==> src/rtl/nvdla_csb_adapter.sv <==
// Bridges a 32-bit streamer command/response pair onto the NVDLA CSB port.
// One transaction in flight; NVDLA responses are waited for with an abort timeout.
module nvdla_csb_adapter #(
  parameter int unsigned TIMEOUT  = 1024,
  parameter logic [31:0] ERR_WORD = 32'hDEAD_BEEF
) (
  input  logic        clk_i,
  input  logic        rst_i,
  input  logic        clear_i,
  input  logic        cmd_valid_i,
  output logic        cmd_ready_o,
  input  logic [31:0] cmd_data_i,
  output logic        rsp_valid_o,
  input  logic        rsp_ready_i,
  output logic [31:0] rsp_data_o,
  output logic        csb2nvdla_valid_o,
  input  logic        csb2nvdla_ready_i,
  output logic [15:0] csb2nvdla_addr_o,
  output logic [31:0] csb2nvdla_wdat_o,
  output logic        csb2nvdla_write_o,
  output logic        csb2nvdla_nposted_o,
  input  logic        nvdla2csb_valid_i,
  input  logic [31:0] nvdla2csb_data_i,
  input  logic        nvdla2csb_wr_complete_i,
  output logic        busy_o,
  output logic        err_o
);

  localparam logic [2:0] IDLE     = 3'd0;
  localparam logic [2:0] GET_DATA = 3'd1;
  localparam logic [2:0] ISSUE    = 3'd2;
  localparam logic [2:0] WAIT_RSP = 3'd3;
  localparam logic [2:0] PUSH_RSP = 3'd4;

  localparam logic [15:0] CNT_LAST = 16'(TIMEOUT - 1);

  logic [2:0]  state_q;
  logic        write_q;
  logic        nposted_q;
  logic [15:0] addr_q;
  logic [31:0] wdat_q;
  logic [31:0] rdat_q;
  logic [15:0] cnt_q;
  logic        err_q;
  logic        spurious;

  // Any NVDLA pulse we are not waiting for is dropped and flagged.
  always_comb begin
    spurious = 1'b0;
    if (state_q != WAIT_RSP)
      spurious = nvdla2csb_valid_i | nvdla2csb_wr_complete_i;
    else if (write_q)
      spurious = nvdla2csb_valid_i;
    else
      spurious = nvdla2csb_wr_complete_i;
  end

  always_ff @(posedge clk_i) begin
    if (rst_i || clear_i) begin
      state_q   <= IDLE;
      write_q   <= 1'b0;
      nposted_q <= 1'b0;
      addr_q    <= '0;
      wdat_q    <= '0;
      rdat_q    <= '0;
      cnt_q     <= '0;
      err_q     <= 1'b0;
    end else begin
      case (state_q)
        IDLE: begin
          if (cmd_valid_i) begin
            write_q   <= cmd_data_i[31];
            nposted_q <= cmd_data_i[30];
            addr_q    <= cmd_data_i[15:0];
            state_q   <= cmd_data_i[31] ? GET_DATA : ISSUE;
          end
        end
        GET_DATA: begin
          if (cmd_valid_i) begin
            wdat_q  <= cmd_data_i;
            state_q <= ISSUE;
          end
        end
        ISSUE: begin
          if (csb2nvdla_ready_i) begin
            if (!write_q || nposted_q) begin
              cnt_q   <= '0;
              state_q <= WAIT_RSP;
            end else begin
              state_q <= IDLE;
            end
          end
        end
        WAIT_RSP: begin
          cnt_q <= cnt_q + 16'd1;
          // A real response in the final counted cycle wins over the timeout.
          if (!write_q && nvdla2csb_valid_i) begin
            rdat_q  <= nvdla2csb_data_i;
            state_q <= PUSH_RSP;
          end else if (write_q && nvdla2csb_wr_complete_i) begin
            rdat_q  <= '0;
            state_q <= PUSH_RSP;
          end else if (cnt_q == CNT_LAST) begin
            rdat_q  <= write_q ? 32'h1 : ERR_WORD;
            err_q   <= 1'b1;
            state_q <= PUSH_RSP;
          end
        end
        PUSH_RSP: begin
          if (rsp_ready_i)
            state_q <= IDLE;
        end
        default: state_q <= IDLE;
      endcase
      if (spurious)
        err_q <= 1'b1;
    end
  end

  assign cmd_ready_o         = (state_q == IDLE) || (state_q == GET_DATA);
  assign csb2nvdla_valid_o   = (state_q == ISSUE);
  assign csb2nvdla_addr_o    = addr_q;
  assign csb2nvdla_wdat_o    = wdat_q;
  assign csb2nvdla_write_o   = write_q;
  assign csb2nvdla_nposted_o = nposted_q;
  assign rsp_valid_o         = (state_q == PUSH_RSP);
  assign rsp_data_o          = rdat_q;
  assign busy_o              = (state_q != IDLE);
  assign err_o               = err_q;

endmodule
==> config.mk <==
export PLATFORM = sky130hd
export DESIGN_NAME = nvdla_csb_adapter
export DESIGN_NICKNAME = d
export VERILOG_FILES = /design/src/rtl/nvdla_csb_adapter.sv
export SDC_FILE = /design/constraint.sdc
export NUM_CORES = 1
export LEC_CHECK = 0
export CAP_MARGIN = 10
export CORE_MARGIN = 2
export CORE_UTILIZATION = 30
export CTS_CLUSTER_DIAMETER = 30
export DETAILED_ROUTE_END_ITERATION = 10
export PLACE_DENSITY = 0.69
export SETUP_SLACK_MARGIN = 0.15
export SYNTH_ARGS = -nofsm -noshare
export SYNTH_HDL_FRONTEND = slang
export SYNTH_SLANG_ARGS = --single-unit
==> constraint.sdc <==
create_clock -name clk_i -period 2.85 [get_ports clk_i]
set_input_delay 0.4275 -clock clk_i [delete_from_list [all_inputs] [get_ports clk_i]]
set_output_delay 0.4275 -clock clk_i [all_outputs]
set_load 0.05 [all_outputs]
Yosys cells after proc, flatten, opt, wreduce, memory -nomap -nowiden

Cells that the tools add are included.

Reduce and logical (&&, ||, !) cells: 18
Muxes and demuxes: 24
Equality and inequality tests: 14
Bitwise operators: 1
$add $sub $neg: 1

Operators with widths:

| cell                  | count |
|---|---|
| $mux 32               | 4 |
| $mux 16               | 2 |
| $pmux 16 s2           | 1 |
| $mux 3                | 7 |
| $add 16x1->16 const B | 1 |
| $eq 16x10->1 const B  | 1 |
| $pmux 3 s5            | 1 |
| $ne 2x2->1 const B    | 4 |
| $mux 1                | 7 |
| $eq 3x2->1 const B    | 2 |
| $ne 2x1->1 const B    | 3 |
| $reduce_and 2->1      | 3 |
| $reduce_bool 2->1     | 3 |
| $reduce_bool 3->1     | 2 |
| $reduce_and 5->1      | 1 |
| $mux 2                | 2 |
| $ne 4x4->1 const B    | 1 |
| $reduce_and 4->1      | 1 |
| $eq 3x1->1 const B    | 1 |
| $eq 3x3->1 const B    | 1 |
| $logic_not 3->1       | 1 |
| $logic_or 1x1->1      | 3 |
| $ne 3x2->1 const B    | 1 |
| $reduce_and 3->1      | 1 |
| 3 further kinds       | 4 |

Output and inout bits: 87
Flip-flop bits (word level): 102

Longest topological paths before layout

Gate-level depths: netlist (run 1).

Depth in word-level cells: 6
Mapped depth: 7
Gate-level depth less buffers: 6

Worst setup path before layout (run 1)

OpenSTA, ideal clock, no wires.

Kind: reg-to-reg
From: register state_q[1]
To: register addr_q[10] (netlist: csb2nvdla_addr_o[10])
Stages on the path, launching flop included: 8
Path buffers: 2
Required time: 2.780 ns
Slack: 0.563 ns
Clock period less this slack: 2.287 ns
Setup time: 0.070 ns
Arrival time: 2.217 ns
Path through: dfxtp_1 -> clkbuf_1 -> nor2_1 -> nand2_1 -> nor2_1 -> clkbuf_1 -> nand2_1 -> a21oi_1

Word-level cells in the longest chain between the ends: 2

RTL lines:

| element                    | line | source |
|---|---|---|
| from (decl)                | 37   | `logic [2:0] state_q;` |
| from (signal assigned)     | 75   | `state_q <= cmd_data_i[31] ? GET_DATA : ISSUE;` |
| $logic_not 3->1            | 69   | `case (state_q)` |
| $reduce_and 2->1 (no line) | --   |  |
| to (signal assigned)       | 74   | `addr_q <= cmd_data_i[15:0];` |
| to (decl)                  | 40   | `logic [15:0] addr_q;` |

No other way between the ends.
A chain may end at the register's enable or synchronous reset.

Worst setup path after layout (run 1)

From: register state_q[0]
To: output busy_o

Word-level cells in the longest chain between the ends: 1

RTL lines:

| element           | line | source |
|---|---|---|
| $reduce_bool 3->1 | 128  | `assign busy_o = (state_q != IDLE);` |
| to (decl)         | 25   | `output logic busy_o,` |

No other way between the ends.

==> out/summary.txt, run 1 <==
Status: finished, final reports clean
Via count: 3824
Max VDD drop: 0.000419 V
Critical-path cell list: inv_1, nand2_1, clkdlybuf4s50_1
Actual slew at the worst max-slew pin: 670 ps
GP Congestion: 0.788
CTS tree: built
# rows: 41
Vias/cell: 4.78
Die Wd: 119 um
Routed wl met2: 5.71 mm
Non-Filler Instances: 800
Die Span Y: 119 um
RSZ-0062 raised after global routing: no
CTS root buffer: clkbuf_16
Setup crit end kind: primary output
Largest net degree at the start of global routing: 62
M1 WL: 4.93 mm
Avg Cell Area, Syn: 8.37 um2
Netlist cell types: 35
WP data arrival: 2040 ps
Share of the synthesized area in the top cell type: 0.516
Die area: 0.0141 mm2
Metal3 WL: 875 um
Drt first-iter violations: 292
Seq pwr share: 0.468
P_leak: 2.03 nW
Layout cells sized above 1: 0.0557
Sinks on Clock Net: 102
Initial Utilization: 0.310
Fin crit share: 0.866
Clock buffer depth: 2
Combinational fraction of design power: 0.104
Most frequent cell after synthesis: nand2_1
Max-cap violations: 0
Most used DFF post-synth: dfxtp_1
Critical Path RT: 2420 ps
Clk slew on worst S/H paths: 70 ps
Final min period: 2470 ps
Post-CTS setup buffers: 0
Final setup fails: 0
Switch Pwr: 0.726 mW
Number of synthesized flops with an enable pin: 0
Setup tns final: 0 ps
Global-route wire length before repair: 18.9 mm
ANT nets after route: 0
Post-CTS Hold Fix Bufs: 0
Nets: 696
CP startpoint kind: flop
Worst path max stage delay: 840 ps
Resized cells post-CTS: 0
Placed cells: 784
Internal power: 2.38 mW
Pwr per Cell Area: 513 mW/mm2
Core area: 0.0128 mm2
CP max-delay cell: clkdlybuf4s50_1
Top cells by count, synth: nand2_1 (119), dfxtp_1 (102), a21oi_1 (66), clkbuf_1 (28), nand2b_1 (27)
Hpwl dp: 8.19 mm
CTS buffer count: 9
Crit Path Category: reg2out
Seq/Total Area, Yosys: 0.516
DRC viols: 0
Synth async-reset ratio: 0
Yosys warns: 0
Area growth syn-to-layout: 53.0%
Clock power frac: 0.429
Max_slew headroom: 0.553
Syn Std Cell Area: 0.00396 mm2
Htree depth: 3
Synth top area cells: dfxtp_1 (52%), nand2_1 (11%), a21oi_1 (8.3%), a22o_1 (5.1%), nand2b_1 (4.3%)
Post-synthesis register bit count: 102
Syn nets: 546
Per-cell routed wire length: 14.5 um
Multi-input gate area: 0.00179 mm2
Final core occ: 0.474
GRT Total Usage: 0.167
Fillcell total: 1209
Area leader, netlist: dfxtp_1
Register Area: 0.00204 mm2
Sw Share: 0.234
Hold Vio Cnt, Final: 0
Hold Path Class: reg2reg
DR top layer: met4
Slew Viols, Final: 0
GRT overflow: 0
Port bufs: 158
Number of global-route vias before repair: 3729
Initial antenna violation count: 0
Clock skew: 8.95 ps
I/O Pins: 159
Number of diodes: 0
Worst-Skew Late Latency: 350 ps
1st-pass router iterations: 4
CP max FO: 12
Syn Inst Count: 473
Routed WL: 11.6 mm
FMAX: 405 MHz
==> final timing paths <==
kind,depth (start not counted),slack (ps),endpoint,startpoint
setup / recovery,3,380,busy_o,state_q[0]
hold / removal,2,450,rsp_data_o[20],rsp_data_o[20]
setup reg to reg,5,630,cnt_q[15],cnt_q[4]
hold reg to reg,2,450,rsp_data_o[20],rsp_data_o[20]
==> power by group through the flow <==
stage	combinational (mW)	sequential [mW]	clock, mW
6_report	0.322	1.45	1.33
2_1_floorplan	0.108	1.52	0
5_1_grt	0.345	1.45	1.42
4_1_cts	0.324	1.45	1.37
3_3_place_gp	0.320	1.48	0
3_5_place_dp	0.322	1.48	0
==> cells in the final DEF (no fill, tap or decap), types with 7 or more instances in the layout <==
master           count
nand3_1             16
nor2_1              22
dfxtp_1            102
a22o_1              23
clkbuf_16            9
clkdlybuf4s50_1    158
o21ai_0              7
nand2b_1            27
nand2_1            119
xnor2_1             11
buf_4               12
a21oi_1             66
nor4_1               9
==> critical path: cells and delay by family (launching register included) <==
kind	cells	cell delay (ps)
and+or+nand+nor	1	100
buffers and inverters	2	1030
DFF	1	560
==> registers in the layout, indices dropped and copies added, names as in the netlist <==
| register | flops |
|---|---|
| csb2nvdla_wdat_o | 32 |
| rsp_data_o | 32 |
| cnt_q | 16 |
| csb2nvdla_addr_o | 16 |
| state_q | 3 |
| csb2nvdla_nposted_o | 1 |
| csb2nvdla_write_o | 1 |
| err_o | 1 |
==> metrics by stage <==
| stage | hold slack (ps) | setup slack (ps) | cell area (um2) | power [mW] |
|---|---|---|---|---|
| CTS | 451 | 363 | 6050 | 3.15 |
| floorplan | 447 | 563 | 3960 | 1.63 |
| global route | 467 | 277 | 6050 | 3.22 |
| detailed placement | 442 | 556 | 5730 | 1.81 |
| finish | 448 | 383 | 6050 | 3.10 |
| global placement | 439 | 563 | 5730 | 1.80 |
==> final cells by class <==
cell class | count | share of cell area
Sequential cell | 102 | 0.337
Tap cell | 172 | 0.0355
Multi-Input combinational cell | 337 | 0.296
Inverter | 3 | 0.00186
Clock buffer | 10 | 0.0395
Clock inverter | 6 | 0.0141
Timing Repair Buffer | 170 | 0.276
==> routing by layer <==
metal / global-route usage / vias to the layer above
met2: 0.283 / 122
met3: 0.0718 / 9
li1: - / 1906
met4: 0.0409 / 0
met5: 0 / -
met1: 0.193 / 1787
==> cell families after synthesis <==
| kind of cell | Yosys count | share of synthesized area |
|---|---|---|
| adders and majority gates | 1 | 0.00316 |
| muxes | 3 | 0.00759 |
| buffers and inverters | 34 | 0.0322 |
| and+or+nand+nor | 217 | 0.256 |
| DFF | 102 | 0.516 |
| AOI/OAI and AO/OA | 105 | 0.160 |
| xor gates and xnor gates | 11 | 0.0243 |
Power figures use the tool's default switching activity.
==> run 2, diff against run 1 <==
--- a/config.mk
+++ b/config.mk
@@ -5,10 +5,11 @@
 export SDC_FILE = /design/constraint.sdc
 export NUM_CORES = 1
 export LEC_CHECK = 0
-export CAP_MARGIN = 10
+export CAP_MARGIN = 20
 export CORE_MARGIN = 2
 export CORE_UTILIZATION = 30
 export CTS_CLUSTER_DIAMETER = 30
+export CTS_CLUSTER_SIZE = 10
 export DETAILED_ROUTE_END_ITERATION = 10
 export PLACE_DENSITY = 0.69
 export SETUP_SLACK_MARGIN = 0.15
==> results of run 2 <==
No change in the layout: final DEF, timing and power equal those of run 1.
==> variant 1: new RTL, flow settings as in run 2 <==
Register the output `err_o` once more, without a reset; this adds one clock of latency there. The other outputs are not delayed to match.
--- a/src/rtl/nvdla_csb_adapter.sv
+++ b/src/rtl/nvdla_csb_adapter.sv
@@ -126,6 +126,8 @@
   assign rsp_valid_o         = (state_q == PUSH_RSP);
   assign rsp_data_o          = rdat_q;
   assign busy_o              = (state_q != IDLE);
-  assign err_o               = err_q;
+  always_ff @(posedge clk_i) begin
+    err_o <= err_q;
+  end
 
 endmodule
Formal check against the unedited RTL: not equivalent (a bounded check fails within 4 cycles, from zero or initial values).
==> variant 1 against run 2 <==
- critical path depth unchanged
- design area up 0.37%
- die area up 0.49%
- sequential cell count up 1
- synthesized area up 0.51%
- routed wire length down 1.0%
- count of clock-buffer cells in the layout down 1
- worst setup slack better by 0.032 ns
- via count up 1.0%
- total power down 3.0%
- non-clock buffer count up 3
==> variant 1: results <==
[hold_path]
hold_depth = 0
min_from = err_q
holdPathEnd = err_o

[critical_path]
worstReg2RegStart = cnt_q[3]
cp.arrival_ns = 2.01
path_max_fanout = 8

[pwr]
ir_drop_mv = 0.2952
swShare_pct = 24.16
leakage_nw = 2.030
power_frac_clock_pct = 40.6

[route]
vias = 3864
via_per_inst = 4.782
wire_per_inst_um = 14.23
drtIter0Drc = 186

[synth]
synth_common_cells = nand2_1 (119), dfxtp_1 (103), a21oi_1 (66), clkbuf_1 (28), nand2b_1 (27)
syn_avg_cell_area_um2 = 8.391
yosysSeqAreaShare_pct = 51.84
ys_warn_count = 0
synth_nets = 547
synthTopCellsByArea = dfxtp_1 (52%), nand2_1 (11%), a21oi_1 (8.3%)

[grt]
grt_use_total_pct = 16.24
grt_pass1_vias = 3719
grt_max_degree = 46
grt_pass1_wl_mm = 18.38

[timing]
slew_headroom_pct = 52.39
skew_ns = 0.006752

[outcome]
status = completed

[placed_design]
detailed_place.area_um2 = 5778
place.gp.congestion = 0.8124
post-place-cells = 792
hpwl_mm = 8.161

[clock_network]
clk_pin_slew_worst_paths_ns = 0.07
cts_buffer_depth = 2

[cells_and_area]
layout-drive-gt1-share_pct = 6.013
nNetsFinal = 700
-- variant 1: metrics by stage --
stage / total power [mW] / setup slack (ns) / hold WS [ns]
floorplan: 1.647 / 0.5629 / 0.3314
global placement: 1.819 / 0.6025 / 0.3463
detailed placement: 1.823 / 0.5339 / 0.3507
CTS: 3.059 / 0.3857 / 0.3616
global route: 3.147 / 0.2953 / 0.3696
finish: 3.011 / 0.4147 / 0.3579
-- variant 1: layer usage --
metal  part of all wire, %  global-route usage [%]  vias up  wire length [µm]
met4                   2.0                   5.655        0               231
met3                   7.9                   5.508       18               908
met1                    43                   19.18     1792              4920
met5                     0                       0        -                 0
li1                      -                       -     1913                 -
met2                    47                   27.44      141              5439
-- variant 1: power groups by stage --
stage	logic, mW	clock network, mW	registers, mW
floorplan	0.108	0	1.54
global placement	0.322	0	1.50
detailed placement	0.324	0	1.50
CTS	0.326	1.27	1.47
global route	0.348	1.33	1.47
finish	0.324	1.22	1.47
-- variant 1: area by class of cell --
| cell class | instances | area [µm²] |
|---|---|---|
| multi-input cells | 337 | 1790 |
| well taps | 176 | 220.2 |
| clock inverters | 7 | 73.82 |
| inverters | 3 | 11.26 |
| flip-flops and latches | 103 | 2062 |
| clock buffers | 9 | 225.2 |
| fillers | 1250 | 7008 |
| repair buffers | 173 | 1694 |
-- variant 1: worst max-delay path by stage --
stage	startpoint	endpoint	slack, ns
2_1_floorplan	state_q[1]	csb2nvdla_addr_o[10]	0.56
3_3_place_gp	nvdla2csb_wr_complete_i	rsp_data_o[11]	0.60
3_5_place_dp	nvdla2csb_wr_complete_i	rsp_data_o[30]	0.53
4_1_cts	state_q[1]	csb2nvdla_valid_o	0.39
5_1_grt	state_q[1]	csb2nvdla_valid_o	0.30
6_report	state_q[1]	csb2nvdla_valid_o	0.41
-- variant 1: cell families after synthesis --
kind of cell	after synthesis	synth area share (%)
adders and majority gates	1	0.3145
buffers and inverters	34	3.208
AOI/OAI and AO/OA	105	15.95
xor gates and xnor gates	11	2.422
muxes	3	0.7550
DFF	103	51.84
and+or+nand+nor	217	25.51
-- variant 1: worst max-delay path, stage by stage (launching register included) --
cell and delay, ns:
dfxtp_1 0.48, nand2b_1 0.19, nor2_1 0.17, clkdlybuf4s50_1 0.83
==> variant 2: new RTL, config.mk and constraints of run 2 <==
Made on the original files. Set the parameter `ERR_WORD` to 32'h6F56DF77 (it was 32'hDEAD_BEEF).
--- a/src/rtl/nvdla_csb_adapter.sv
+++ b/src/rtl/nvdla_csb_adapter.sv
@@ -2,7 +2,7 @@
 // One transaction in flight; NVDLA responses are waited for with an abort timeout.
 module nvdla_csb_adapter #(
   parameter int unsigned TIMEOUT  = 1024,
-  parameter logic [31:0] ERR_WORD = 32'hDEAD_BEEF
+  parameter logic [31:0] ERR_WORD = 32'h6F56DF77
 ) (
   input  logic        clk_i,
   input  logic        rst_i,
Function: same outputs for any inputs over 4 cycles, from zero or initial values; that may be too few to reach the edited logic, so the function may still have changed.
==> variant 2 against run 2 <==
- sequential cell count unchanged
- design area is 13% higher
- sequential power about the same
- critical endpoint unchanged
- highest routed layer unchanged
- first-iteration DRC count shrank 1.4%
- routed wire length rose by 17%
- worst setup slack better by 0.014 ns
- synthesized area grew 21%
- total power is 1.6% higher
- maximum frequency grew 0.57%
==> variant 2: results <==
[outcome]
status = completed

[clock_network]
post-cts-setup-buffers = 0
cts_root_buf = clkbuf_16
cts_buffer_depth = 2
htreeDepth = 3
cts.repair.resized = 0
clk_latency_ns = 0.35
clk_pin_slew_worst_paths_ns = 0.08
numCtsBuffers = 9

[critical_path]
slowest_stage = clkdlybuf4s50_1
max_stage_delay_ns = 0.82
crit_family = buffers and inverters
path_max_fanout = 14
cp.arrival_ns = 2.03

[pwr]
ir_drop_mv = 0.2756
swShare_pct = 26.67
leakage_nw = 2.454

[hold_path]
min_path_type = reg2reg

[timing]
skew_ns = 0.009451
worst_slew_pin_slew_ns = 0.6935

[synth]
async_flop_share_pct = 0
synth_nets = 665
ys_types = 53
synth_common_cells = nand2_1 (111), dfxtp_1 (102), a21oi_1 (61), nand3_1 (49), clkbuf_1 (43)
ys_warn_count = 0
synthTopCellsByArea = dfxtp_1 (43%), nand2_1 (8.7%), a21oi_1 (6.4%)
yosys_most_used_dff = dfxtp_1
yosysSeqAreaShare_pct = 42.54

[placed_design]
pre_cts_ws_ns = 0.4962
io_buffers = 158
hpwl_mm = 9.300
place.gp.congestion = 0.7578

[grt]
grt_max_degree = 68
antenna_found_initial = 0
grt_pass1_wl_mm = 22.08
grt_pass1_vias = 4350
grt_use_total_pct = 16.09

[route]
drtIter0Drc = 288
drt_first_pass_iters = 4
vias = 4760
wire_per_inst_um = 14.54

[cells_and_area]
nFillCells = 1612
nNetsFinal = 791
layout-drive-gt1-share_pct = 6.086
diodes = 0
variant 2: cells by family (layout without fill, tap and decap cells):
logic type               count (synthesis)  in the layout  synth area share (%)
AO/OA/AOI/OAI                          139            139                 20.59
XOR/XNOR                                 1              1                0.1825
flip-flops                             102            102                 42.54
buffers and inverters                   85            216                 7.247
AND/OR/NAND/NOR                        260            260                 28.26
multiplexers                             4              4                0.9124
adder cells (fa/ha/maj)                  1              1                0.2606
variant 2: final timing paths:
kind	from	to	slack, ns	cells past startpoint
max	state_q[0]	busy_o	0.40	3
min	csb2nvdla_addr_o[9]	csb2nvdla_addr_o[9]	0.45	2
max reg2reg	state_q[0]	cnt_q[14]	0.80	4
min reg2reg	csb2nvdla_addr_o[9]	csb2nvdla_addr_o[9]	0.45	2
variant 2: area by class of cell:
| cell class | count | share of cell area [%] |
|---|---|---|
| sequential | 102 | 29.81 |
| clock buffer | 9 | 3.288 |
| inverter | 29 | 1.589 |
| timing repair buffer | 171 | 24.63 |
| multi-input combinational | 405 | 35.46 |
| tap | 216 | 3.946 |
| clock inverter | 7 | 1.279 |
variant 2: tightest hold or removal path, cell delays in order (launching register included):
cell and delay [ns]:
dfxtp_1 0.31, nand2_1 0.05, a21oi_1 0.05
variant 2: routing by layer:
| layer | routed length [µm] | global-route usage [%] | share of wire, % | up-vias |
|---|---|---|---|---|
| met5 | 0 | 0 | 0 | - |
| met4 | 140 | 3.817 | 1.0 | 0 |
| met2 | 6061 | 24.36 | 44 | 161 |
| met1 | 6062 | 21.34 | 44 | 2192 |
| met3 | 1385 | 6.800 | 10 | 7 |
| li1 | - | - | - | 2400 |
variant 2: power by group through the flow:
stage	clock network, mW	registers, mW	logic, mW
final	1.31	1.45	0.386
after global routing	1.40	1.46	0.419
after floorplan	0	1.53	0.157
after CTS	1.35	1.45	0.388
after global placement	0	1.49	0.384
after detailed placement	0	1.49	0.386
variant 2: per-stage QoR:
step	area [µm²]	hold WS (ns)	cells	util [%]
6_report	6849	0.4548	939	43.43
5_1_grt	6849	0.4743	939	43.43
4_1_cts	6849	0.4566	939	43.43
3_5_place_dp	6536	0.4468	923	41.45
3_3_place_gp	6536	0.4406	923	41.45
2_1_floorplan	4800	0.4382	592	-
